## src/rtl/core_pipe_wb_lsu.sv

```systemverilog
// Writeback-side load/store response unit: captures LSU request attributes, aligns/extends the memory
// response and holds it for writeback. Optional same-cycle bypass: define CORE_WB_LSU_BYPASS_EN.
module core_pipe_wb_lsu #(
    parameter int XLEN = 64,
    parameter int RD_W = 5
) (
    input  logic            g_clk,
    input  logic            g_resetn,
    input  logic            e_valid,
    output logic            e_ready,
    input  logic            e_load,
    input  logic            e_store,
    input  logic            e_double,
    input  logic            e_word,
    input  logic            e_half,
    input  logic            e_byte,
    input  logic            e_sext,
    input  logic [2:0]      e_addr_lo,
    input  logic [RD_W-1:0] e_rd,
    input  logic            dmem_gnt,
    input  logic            dmem_err,
    input  logic [XLEN-1:0] dmem_rdata,
    output logic            wb_valid,
    input  logic            wb_ready,
    output logic            wb_wen,
    output logic [RD_W-1:0] wb_rd,
    output logic [XLEN-1:0] wb_wdata,
    output logic            wb_trap_bus
);

    localparam int SHW = $clog2(XLEN);

    typedef enum logic [1:0] {
        ST_IDLE = 2'd0,
        ST_WAIT = 2'd1,
        ST_HOLD = 2'd2
    } state_t;

    state_t state_reg, state_next;

    // Captured request attributes; size encodes 0=byte, 1=half, 2=word, 3=double.
    logic            load_reg;
    logic            sext_reg;
    logic [1:0]      size_reg;
    logic [2:0]      addr_lo_reg;
    logic [RD_W-1:0] rd_reg;

    logic            wb_valid_reg;
    logic            wb_wen_reg;
    logic            wb_trap_bus_reg;
    logic [RD_W-1:0] wb_rd_reg;
    logic [XLEN-1:0] wb_wdata_reg;

    logic            accept;
    logic            is_load_in;
    logic [1:0]      size_in;
    logic            resp_fire;
    logic            bypass_fire;

    logic [SHW-1:0]  shift_amt;
    logic [XLEN-1:0] lane_data;
    logic [XLEN-1:0] keep_mask;
    logic            sign_bit;
    logic [XLEN-1:0] ext_data;
    logic            form_wen;
    logic            form_trap;
    logic [XLEN-1:0] form_wdata;

    // A request flagged as both load and store is handled as a store.
    assign is_load_in = e_load && !e_store;
    assign accept     = e_valid && e_ready && (e_load || e_store);
    assign resp_fire  = (state_reg == ST_WAIT) && dmem_gnt;

    always_comb begin
        size_in = 2'd0;
        casez ({e_double, e_word, e_half, e_byte})
            4'b1???: size_in = 2'd3;
            4'b01??: size_in = 2'd2;
            4'b001?: size_in = 2'd1;
            default: size_in = 2'd0;
        endcase
    end

    // Doubles are always lane 0, so the low address bits are ignored for them.
    assign shift_amt = (size_reg == 2'd3) ? '0 : SHW'({addr_lo_reg, 3'b000});
    assign lane_data = dmem_rdata >> shift_amt;

    always_comb begin
        keep_mask = '1;
        sign_bit  = 1'b0;
        case (size_reg)
            2'd0: begin
                keep_mask = {{(XLEN-8){1'b0}}, {8{1'b1}}};
                sign_bit  = lane_data[7];
            end
            2'd1: begin
                keep_mask = {{(XLEN-16){1'b0}}, {16{1'b1}}};
                sign_bit  = lane_data[15];
            end
            2'd2: begin
                keep_mask = {{(XLEN-32){1'b0}}, {32{1'b1}}};
                sign_bit  = lane_data[31];
            end
            default: begin
                keep_mask = '1;
                sign_bit  = 1'b0;
            end
        endcase
    end

    for (genvar gi = 0; gi < XLEN; gi++) begin : g_ext
        assign ext_data[gi] = keep_mask[gi] ? lane_data[gi] : (sext_reg & sign_bit);
    end

    assign form_trap  = dmem_err;
    assign form_wen   = load_reg && !dmem_err && (rd_reg != '0);
    assign form_wdata = (load_reg && !dmem_err) ? ext_data : '0;

`ifdef CORE_WB_LSU_BYPASS_EN
    assign bypass_fire = resp_fire && wb_ready;
    assign wb_valid    = wb_valid_reg | bypass_fire;
    assign wb_wen      = bypass_fire ? form_wen   : wb_wen_reg;
    assign wb_rd       = bypass_fire ? rd_reg     : wb_rd_reg;
    assign wb_wdata    = bypass_fire ? form_wdata : wb_wdata_reg;
    assign wb_trap_bus = bypass_fire ? form_trap  : wb_trap_bus_reg;
`else
    assign bypass_fire = 1'b0;
    assign wb_valid    = wb_valid_reg;
    assign wb_wen      = wb_wen_reg;
    assign wb_rd       = wb_rd_reg;
    assign wb_wdata    = wb_wdata_reg;
    assign wb_trap_bus = wb_trap_bus_reg;
`endif

    always_comb begin
        e_ready = 1'b0;
        case (state_reg)
            ST_IDLE: e_ready = 1'b1;
            ST_WAIT: e_ready = bypass_fire;
            ST_HOLD: e_ready = wb_ready;
            default: e_ready = 1'b0;
        endcase
    end

    always_comb begin
        state_next = state_reg;
        case (state_reg)
            ST_IDLE: begin
                if (accept) state_next = ST_WAIT;
            end
            ST_WAIT: begin
                if (bypass_fire)    state_next = accept ? ST_WAIT : ST_IDLE;
                else if (dmem_gnt)  state_next = ST_HOLD;
            end
            ST_HOLD: begin
                if (wb_ready)       state_next = accept ? ST_WAIT : ST_IDLE;
            end
            default: state_next = ST_IDLE;
        endcase
    end

    always_ff @(posedge g_clk) begin
        if (!g_resetn) begin
            state_reg       <= ST_IDLE;
            load_reg        <= 1'b0;
            sext_reg        <= 1'b0;
            size_reg        <= 2'd0;
            addr_lo_reg     <= 3'd0;
            rd_reg          <= '0;
            wb_valid_reg    <= 1'b0;
            wb_wen_reg      <= 1'b0;
            wb_trap_bus_reg <= 1'b0;
            wb_rd_reg       <= '0;
            wb_wdata_reg    <= '0;
        end else begin
            state_reg <= state_next;
            if (accept) begin
                load_reg    <= is_load_in;
                sext_reg    <= e_sext;
                size_reg    <= size_in;
                addr_lo_reg <= e_addr_lo;
                rd_reg      <= e_rd;
            end
            // Responses outside WAIT never reach the result registers.
            if (resp_fire && !bypass_fire) begin
                wb_valid_reg    <= 1'b1;
                wb_wen_reg      <= form_wen;
                wb_trap_bus_reg <= form_trap;
                wb_rd_reg       <= rd_reg;
                wb_wdata_reg    <= form_wdata;
            end else if ((state_reg == ST_HOLD) && wb_ready) begin
                wb_valid_reg <= 1'b0;
            end
        end
    end

endmodule
```

## config.mk

```make
export PLATFORM = sky130hd
export DESIGN_NAME = core_pipe_wb_lsu
export DESIGN_NICKNAME = d
export VERILOG_FILES = /design/src/rtl/core_pipe_wb_lsu.sv
export SDC_FILE = /design/constraint.sdc
export NUM_CORES = 1
export LEC_CHECK = 0
export ABC_AREA = 1
export CAP_MARGIN = 15
export CORE_MARGIN = 2
export CORE_UTILIZATION = 30
export CTS_CLUSTER_SIZE = 25
export DETAILED_ROUTE_END_ITERATION = 8
export GPL_ROUTABILITY_DRIVEN = 0
export MAX_ROUTING_LAYER = met4
export PLACE_DENSITY = 0.54
export SLEW_MARGIN = 5
export SYNTH_ARGS = -nofsm -noshare
export SYNTH_HDL_FRONTEND = slang
export SYNTH_SLANG_ARGS = --single-unit
```

## constraint.sdc

```tcl
create_clock -name g_clk -period 2.2 [get_ports g_clk]
set_input_delay 0.33 -clock g_clk [delete_from_list [all_inputs] [get_ports g_clk]]
set_output_delay 0.33 -clock g_clk [all_outputs]
set_load 0.1 [all_outputs]
```

Word level (Yosys, flattened, before mapping)
Cells that the tools add are included.
- register bits after elaboration: 86
- logic and storage cells: 115
- bitwise operators: 1
- reductions and logical operators: 15
- muxes and demuxes: 77
- shift-type cells: 1
- eq/ne operators: 10
- operators by type and width (cell ; number):
    64-bit case mux with 3 select lines ; 1
    1-bit two-way mux ; 67
    64-bit two-way mux ; 1
    64-bit by 6-bit right shift with 64-bit output ; 1
    2-bit case mux with 3 select lines ; 2
    1-bit logical AND ; 7
    2-bit by 1-bit equality test with 1-bit output (second input constant) ; 3
    2-bit equality test (second input constant) ; 3
    2-bit two-way mux ; 3
    6-bit two-way mux ; 1
    2-bit != test (second input constant) ; 3
    5-bit nonzero test ; 1
    2-bit logical NOT ; 2
    3-bit by 1-bit equality test with 1-bit output (second input constant) ; 1
    1-bit case mux with 3 select lines ; 1
    3-bit AND reduction ; 1
    1-bit logical NOT ; 2
    1-bit case mux with 2 select lines ; 1
    2-bit nonzero test ; 1
    1-bit AND ; 1
    1-bit logical OR ; 1

Longest topological paths before layout
Gate-level depths: netlist of run 1.
- word-level depth: 7
- depth in mapped cells: 16
- gate-level depth less buffers: 12

Worst setup path before layout of run 1
No wires, ideal clock.
- path kind: register -> register
- start point: reg state_reg[1]
- end point: reg addr_lo_reg[0]
- library setup time: 0.132 ns
- arrival time: 2.913 ns
- cell stages (with the launch flop): 8
- path buffers: 1
- setup slack: -0.846 ns
- period minus slack after synthesis: 3.046 ns
- cell sequence: dfxtp_1 > a21oi_1 > nand2_1 > o21ai_1 > inv_1 > buf_2 > nand2_1 > a21oi_1
- longest elaborated chain between the ends: 4
- elaborated cells between the ends (all ways): 5
- classes of those cells: 1 x eq/ne; 1 x mux; 3 x reduce/logical
- RTL lines (element ; RTL line ; source):
    from (decl) ; 39 ; state_t state_reg, state_next;
    from (signal assigned) ; 176 ; state_reg <= state_next;
    2-bit equality test / 2-bit logical NOT (equally long branches) ; 137 ; case (state_reg)
    1-bit case mux with 2 select lines * ; 137 ;
    named net e_ready ; 10 ; output logic e_ready,
    1-bit logical AND * (2 in a row) ; 71 ; assign accept = e_valid && e_ready && (e_load || e_store);
    to (signal assigned) ; 181 ; addr_lo_reg <= e_addr_lo;
    to (decl) ; 45 ; logic [2:0] addr_lo_reg;
The timed path passes the listed nets; every way through them passes the cells marked *.
A chain may end at the register's enable or synchronous reset.

Worst setup path after layout of run 1
- start point: reg size_reg[1]
- end point: reg wb_wdata_reg[6] (netlist: wb_wdata[6])
- longest elaborated chain between the ends: 7
- elaborated cells between the ends (all ways): 10
- classes of those cells: 3 x eq/ne; 1 x shift; 4 x mux; 1 x bitwise; 1 x reduce/logical
- RTL lines (element ; RTL line ; source):
    from (decl) ; 44 ; logic [1:0] size_reg;
    from (signal assigned) ; 180 ; size_reg <= size_in;
    2-bit equality test ; 85 ; assign shift_amt = (size_reg == 2'd3) ? '0 : SHW'({addr_lo_reg, 3'b000});
    6-bit two-way mux ; 85 ;
    64-bit by 6-bit right shift with 64-bit output ; 86 ; assign lane_data = dmem_rdata >> shift_amt;
    1-bit case mux with 3 select lines ; 91 ; case (size_reg)
    1-bit AND ; 112 ; assign ext_data[gi] = keep_mask[gi] ? lane_data[gi] : (sext_reg & sign_bit);
    1-bit two-way mux * ; 112 ;
    64-bit two-way mux * ; 117 ; assign form_wdata = (load_reg && !dmem_err) ? ext_data : '0;
    to (signal assigned) ; 190 ; wb_wdata_reg <= form_wdata;
    to (decl) ; 52 ; logic [XLEN-1:0] wb_wdata_reg;
Every way passes the cells marked *; elsewhere a longest branch is shown, timed or not.

==> results.py, run 1 <==
metrics = {
    "logic_synthesis": {
        "synthesis.area_mm2": 0.00534,
        "synth_compound_gate_area_share_pct": 24.3,
        "yosys_warnings": 0,
        "netlist_instances": 839,
        "synthMuxAreaShare_pct": 0,
        "ys_ff_latch": 86,
        "synth-simple-area-share_pct": 29.5,
        "seq_area_frac_synth_pct": 32.2,
        "syn_nets": 924,
        "synth_top_cell_area_share_pct": 32.2,
        "synthXorXnorAreaFrac_pct": 0,
        "synth_top_family_by_area": "simple AND/OR/NAND/NOR gates",
        "synth_cell_type_count": 29,
        "synthTopCellsByArea": "dfxtp_1 32%, nand2_1 19%, a21oi_1 11%, nand3_1 6.3%, inv_1 5.5%",
        "avgSynthCellArea_um2": 6.36,
        "yosysTopAreaCell": "dfxtp_1",
        "synth_fa_ha_area_share_pct": 0,
    },
    "route": {
        "routed-via-count": 5892,
        "wl_per_cell_um": 15.8,
        "postRouteAntennaNets": 0,
        "drc": 0,
        "drt_pass1_iterations": 6,
        "post_drt_via_cell_ratio": 4.90,
        "first_iter_violations": 469,
        "drt-total-wl_um": 19000,
    },
    "cts": {
        "cts-root-buf": "clkbuf_16",
        "htreeDepth": 3,
        "ctsResizeCount": 0,
        "clk_pin_slew_ns": 0.07,
        "clock_sinks": 86,
        "ctsHoldBuffers": 0,
        "cts.path.max_buffers": 2,
        "cts_tree": "built",
        "cts_inserted_buffers": 9,
        "clock_latency_ns": 0.35,
        "post-cts-setup-buffers": 0,
    },
    "critical_path": {
        "max_stage_delay_ns": 0.52,
        "worstPathCellList": "nand2_4 > nand2_4 > inv_2 > buf_4 > a21oi_1 > o311ai_0 > a21oi_1",
        "cp_max_fo": 33,
        "worst_setup_path_end_kind": "register",
        "crit_slowest_cell": "o311ai_0",
        "crit_required_ns": 2.42,
        "cp_data_arrival_time_ns": 2.22,
        "critical_path_class": "reg -> reg",
        "critPathLaunchType": "register",
    },
    "global_routing": {
        "grt_pass1_wl_um": 29400,
        "antenna_found_initial": 0,
        "grt_overflow_total": 0,
        "grt_usage_pct": 21.0,
        "grt_max_degree": 70,
        "grt_pass1_vias": 5496,
    },
    "power": {
        "combinationalPowerShare_pct": 25.5,
        "power_density_mw_per_mm2": 592,
        "p_leak_nw": 3.29,
        "p_seq_share_pct": 37.5,
        "p_int_w": 0.00292,
        "ir_drop_v": 0.000410,
        "switching_share_pct": 32.1,
        "p_sw_w": 0.00138,
        "clkPwrFrac_pct": 37.0,
    },
    "hold_path": {
        "min_path_type": "reg -> reg",
    },
    "timing": {
        "fin_crit_ns": 2.00,
        "finalHoldViolCount": 0,
        "finalCritPeriodShare_pct": 91.1,
        "final-setup-viol-count": 0,
        "tightest_slew_ns": 0.755,
        "slew-limit-headroom_pct": 49.6,
        "report.final.slew_viol_count": 0,
        "setup-tns-final_ns": 0,
        "max_freq_ghz": 0.499,
        "whs_ns": 0.464,
        "fin_skew_ns": 0.0100,
        "grt_setup_unrepaired": "no",
    },
    "flow_run": {
        "drv_cap": 0,
    },
    "final_layout": {
        "area_delta_synth_final_pct": 36.0,
        "antennaDiodeCount": 0,
        "largest_reg_flops": 64,
        "fin_nets": 1058,
        "drive_gt1_share_pct": 15.4,
    },
    "floorplanning": {
        "chipWidth_um": 137,
        "initial_utilization_pct": 30.8,
        "die_area_mm2": 0.0189,
        "core_mm2": 0.0174,
        "num_rows": 48,
        "io_pins": 158,
        "die_h_um": 137,
    },
    "outcome": {
        "status": "finished clean",
    },
    "placement": {
        "dp_hpwl_um": 14400,
        "io_buffers": 156,
    },
}
cell families (layout without fill, tap and decap cells):
family | count (synthesis) | count (layout)
buffers and inverters | 147 | 286
AO/OA/AOI/OAI | 235 | 235
flip-flops | 86 | 86
AND/OR/NAND/NOR | 371 | 371
power by group through the flow:
| stage | Combinational, W | Clock [W] | Sequential (W) |
|---|---|---|---|
| 3_3_place_gp | 0.00109 | 0 | 0.00165 |
| 5_1_grt | 0.00121 | 0.00168 | 0.00162 |
| 6_report | 0.00110 | 0.00159 | 0.00161 |
| 3_5_place_dp | 0.00109 | 0 | 0.00165 |
| 2_1_floorplan | 0.000644 | 0 | 0.00172 |
| 4_1_cts | 0.00110 | 0.00164 | 0.00161 |
cell type report:
class / count / area (um^2)
Tap cell: 225 / 282
Sequential cell: 86 / 1720
Timing Repair Buffer: 185 / 1740
Clock inverter: 4 / 55.1
Inverter: 85 / 319
Fill cell: 1901 / 10100
Clock buffer: 12 / 246
Multi-Input combinational cell: 606 / 2900
Yosys cell counts:
| cell type | count |
|---|---|
| o21ai_0 | 53 |
| o31ai_1 | 2 |
| nor2_2 | 1 |
| nand2_2 | 5 |
| a31oi_1 | 6 |
| buf_12 | 3 |
| o311ai_0 | 2 |
| nand2_1 | 268 |
| o21ai_2 | 11 |
| clkinv_1 | 1 |
| nand3_1 | 67 |
| a211oi_1 | 1 |
| nor2_4 | 1 |
| o211ai_1 | 21 |
| nand2_4 | 6 |
| clkbuf_1 | 25 |
| buf_4 | 5 |
| inv_2 | 6 |
| inv_1 | 78 |
| a21oi_1 | 121 |
| o21ai_1 | 15 |
| o21a_1 | 3 |
| nor2_8 | 1 |
| nor2_1 | 20 |
| buf_6 | 14 |
| dfxtp_1 | 86 |
| nor3_1 | 1 |
| buf_2 | 15 |
| nor3_4 | 1 |
path summary, 6_finish.rpt:
kind                start      endpoint  slack [ns]  depth (start not counted)
max           size_reg[1]   wb_wdata[6]        0.20                          7
min          wb_wdata[29]  wb_wdata[29]        0.46                          2
max reg2reg   size_reg[1]   wb_wdata[6]        0.20                          7
min reg2reg  wb_wdata[29]  wb_wdata[29]        0.46                          2
worst max-delay path: cells and delay by family (launching register included):
| family | cells | cell delay, ns |
|---|---|---|
| AOI/OAI and AO/OA | 3 | 0.73 |
| buffers and inverters | 2 | 0.50 |
| and+or+nand+nor | 2 | 0.29 |
| DFF | 1 | 0.33 |
per-stage QoR:
stage                     instance area (um^2)  cells  util, %  setup slack (ns)  power (W)
after floorplan                           5350    839        -             0.155    0.00237
after CTS                                 7240   1203     41.7             0.182    0.00434
after global routing                      7260   1203     41.8            0.0114    0.00451
after detailed placement                  6940   1187     40.0             0.117    0.00274
after global placement                    6940   1187     40.0             0.149    0.00274
final                                     7260   1203     41.8             0.196    0.00430
routing by layer:
| metal | GRT usage, % | wire (um) | share of wire, % |
|---|---|---|---|
| met3 | 3.68 | 1040 | 5.5 |
| met1 | 26.3 | 8440 | 44 |
| met4 | 5.38 | 313 | 1.6 |
| met2 | 35.0 | 9220 | 48 |
| met5 | - | 0 | 0 |
cells in the final DEF (no fill, tap or decap), types with 2 or more instances in the layout:
cell type        instances
a21oi_1                120
a31oi_1                  6
buf_12                  11
buf_4                   90
clkbuf_1                 2
clkbuf_16                9
clkdlybuf4s50_1         83
dfxtp_1                 86
inv_1                   77
inv_2                    7
nand2_1                267
nand2_2                  6
nand2_4                  5
nand3_1                 67
nor2_1                  20
nor2_4                   2
o211ai_1                21
o21a_1                   3
o21ai_0                 53
o21ai_1                 15
o21ai_2                 11
o311ai_0                 2
o31ai_1                  2
Power figures use the tool's default switching activity.
==> run 2, diff against run 1 <==
--- a/config.mk
+++ b/config.mk
@@ -8,12 +8,12 @@
 export ABC_AREA = 1
 export CAP_MARGIN = 15
 export CORE_MARGIN = 2
-export CORE_UTILIZATION = 30
+export CORE_UTILIZATION = 48
 export CTS_CLUSTER_SIZE = 25
 export DETAILED_ROUTE_END_ITERATION = 8
 export GPL_ROUTABILITY_DRIVEN = 0
 export MAX_ROUTING_LAYER = met4
-export PLACE_DENSITY = 0.54
+export PLACE_DENSITY = 0.8
 export SLEW_MARGIN = 5
 export SYNTH_ARGS = -nofsm -noshare
 export SYNTH_HDL_FRONTEND = slang
==> results.py, run 2 (synthesis gave the netlist of run 1 again) <==
metrics = {
    "outcome": {
        "status": "finished clean",
    },
    "cts": {
        "clock_sinks": 86,
        "htreeDepth": 3,
        "cts_tree": "built",
        "clock_latency_ns": 0.38,
        "cts-root-buf": "clkbuf_8",
        "cts_inserted_buffers": 9,
        "cts.path.max_buffers": 2,
        "post-cts-setup-buffers": 0,
        "ctsHoldBuffers": 0,
        "ctsResizeCount": 0,
        "clk_pin_slew_ns": 0.10,
    },
    "critical_path": {
        "cp_data_arrival_time_ns": 2.30,
        "crit_required_ns": 2.44,
        "r2r_cells": 6,
        "worstSetupEndpoint": "wb_wdata[6]",
        "timing.rr.start": "size_reg[0]",
        "rr_endpoint": "wb_wdata[6]",
        "critPathLaunchType": "register",
        "crit_start": "size_reg[0]",
        "cp_max_fo": 50,
        "critical_path_class": "reg -> reg",
        "ff2ff_setup_slack_ns": 0.14,
        "worst_setup_path_end_kind": "register",
    },
    "timing": {
        "tightest_slew_ns": 0.713,
        "fin_skew_ns": 0.0161,
        "final-setup-viol-count": 0,
        "setup-tns-final_ns": 0,
        "fin_crit_ns": 2.06,
        "grt_setup_unrepaired": "no",
        "finalHoldViolCount": 0,
        "finalCritPeriodShare_pct": 93.5,
        "slew-limit-headroom_pct": 52.4,
        "report.final.slew_viol_count": 0,
        "max_freq_ghz": 0.486,
    },
    "floorplanning": {
        "die_area_mm2": 0.0120,
        "initial_utilization_pct": 49.2,
        "num_rows": 38,
        "chipWidth_um": 109,
        "die_h_um": 109,
        "io_pins": 158,
        "core_mm2": 0.0108,
    },
    "final_layout": {
        "area_delta_synth_final_pct": 30.4,
        "largest_reg_flops": 64,
        "final_util_pct": 64.2,
        "final_common_cell": "nand2_1",
        "antennaDiodeCount": 0,
        "final_cell_mix": "267 x nand2_1, 120 x a21oi_1, 92 x buf_4, 85 x dfxtp_1, 83 x clkdlybuf4s50_1",
        "drive_gt1_share_pct": 15.4,
        "fin_nets": 1054,
        "stdcell_area_mm2": 0.00696,
    },
    "global_routing": {
        "antenna_found_initial": 0,
        "grt_overflow_total": 0,
        "grt_max_degree": 70,
        "grt_pass1_vias": 5329,
        "grt_usage_pct": 28.7,
        "grt_pass1_wl_um": 26200,
    },
    "hold_path": {
        "hp-start": "wb_wdata[26]",
        "min_path_type": "reg -> reg",
    },
    "power": {
        "p_leak_nw": 3.20,
        "ir_drop_v": 0.000337,
        "power_density_mw_per_mm2": 546,
    },
    "route": {
        "drt-total-wl_um": 16600,
        "routed-via-count": 6027,
        "postRouteAntennaNets": 0,
        "wl_per_cell_um": 14.9,
        "first_iter_violations": 533,
        "drt_pass1_iterations": 6,
        "post_drt_via_cell_ratio": 5.41,
        "drc": 0,
    },
    "flow_run": {
        "drv_cap": 0,
    },
    "placement": {
        "dp_hpwl_um": 12400,
        "post_dp_cell_area_mm2": 0.00674,
        "io_buffers": 156,
    },
}
-- run 2: changes by cell type in the layout (fill, tap and decap cells not counted), sizes merged --
cell,change
clkbuf,-3
buf,-4
inv,+3
bufinv,-1
clkinv,+1
-- run 2: metrics by stage --
stage,total power (W),hold WS [ns],setup WS (ns),std cells
2_1_floorplan,0.00237,0.436,0.155,839
3_3_place_gp,0.00267,0.451,0.131,1098
3_5_place_dp,0.00268,0.455,0.0822,1098
4_1_cts,0.00378,0.471,0.127,1114
5_1_grt,0.00396,0.486,0.00254,1114
6_report,0.00380,0.470,0.143,1114
-- run 2: routing by layer --
layer,wire length (um),track usage (%)
met5,0,-
met4,425,7.87
met3,1490,6.58
met2,7880,46.1
met1,6820,36.2
-- run 2: final cells by class --
cell class	instances	area [um^2]
multi-input cells	606	2910
inverters	85	319
fillers	1055	3880
repair buffers	181	1640
flip-flops and latches	86	1720
well taps	140	175
clock buffers	9	124
clock inverters	7	72.6
-- run 2: critical path, stage by stage (launching register included) --
cell	delay, ns
dfxtp_2	0.40
nand2_4	0.14
nand2_4	0.14
buf_4	0.44
nor2_1	0.10
o311ai_0	0.57
a21oi_1	0.13
-- run 2: worst min-delay path by stage --
stage / to / slack (ns) / cells after the start
floorplan: load_reg / 0.44 / 2
global placement: wb_trap_bus / 0.45 / 1
detailed placement: wb_trap_bus / 0.45 / 1
CTS: wb_wdata[27] / 0.47 / 2
global route: wb_wdata[27] / 0.49 / 2
finish: wb_wdata[26] / 0.47 / 2
-- run 2: power breakdown --
group / switching (W) / total [W] / internal, W
combinational: 0.000667 / 0.00105 / 0.000388
clock: 0.000687 / 0.00113 / 0.000446
sequential: 0.0000247 / 0.00161 / 0.00159
total: 0.00138 / 0.00380 / 0.00242
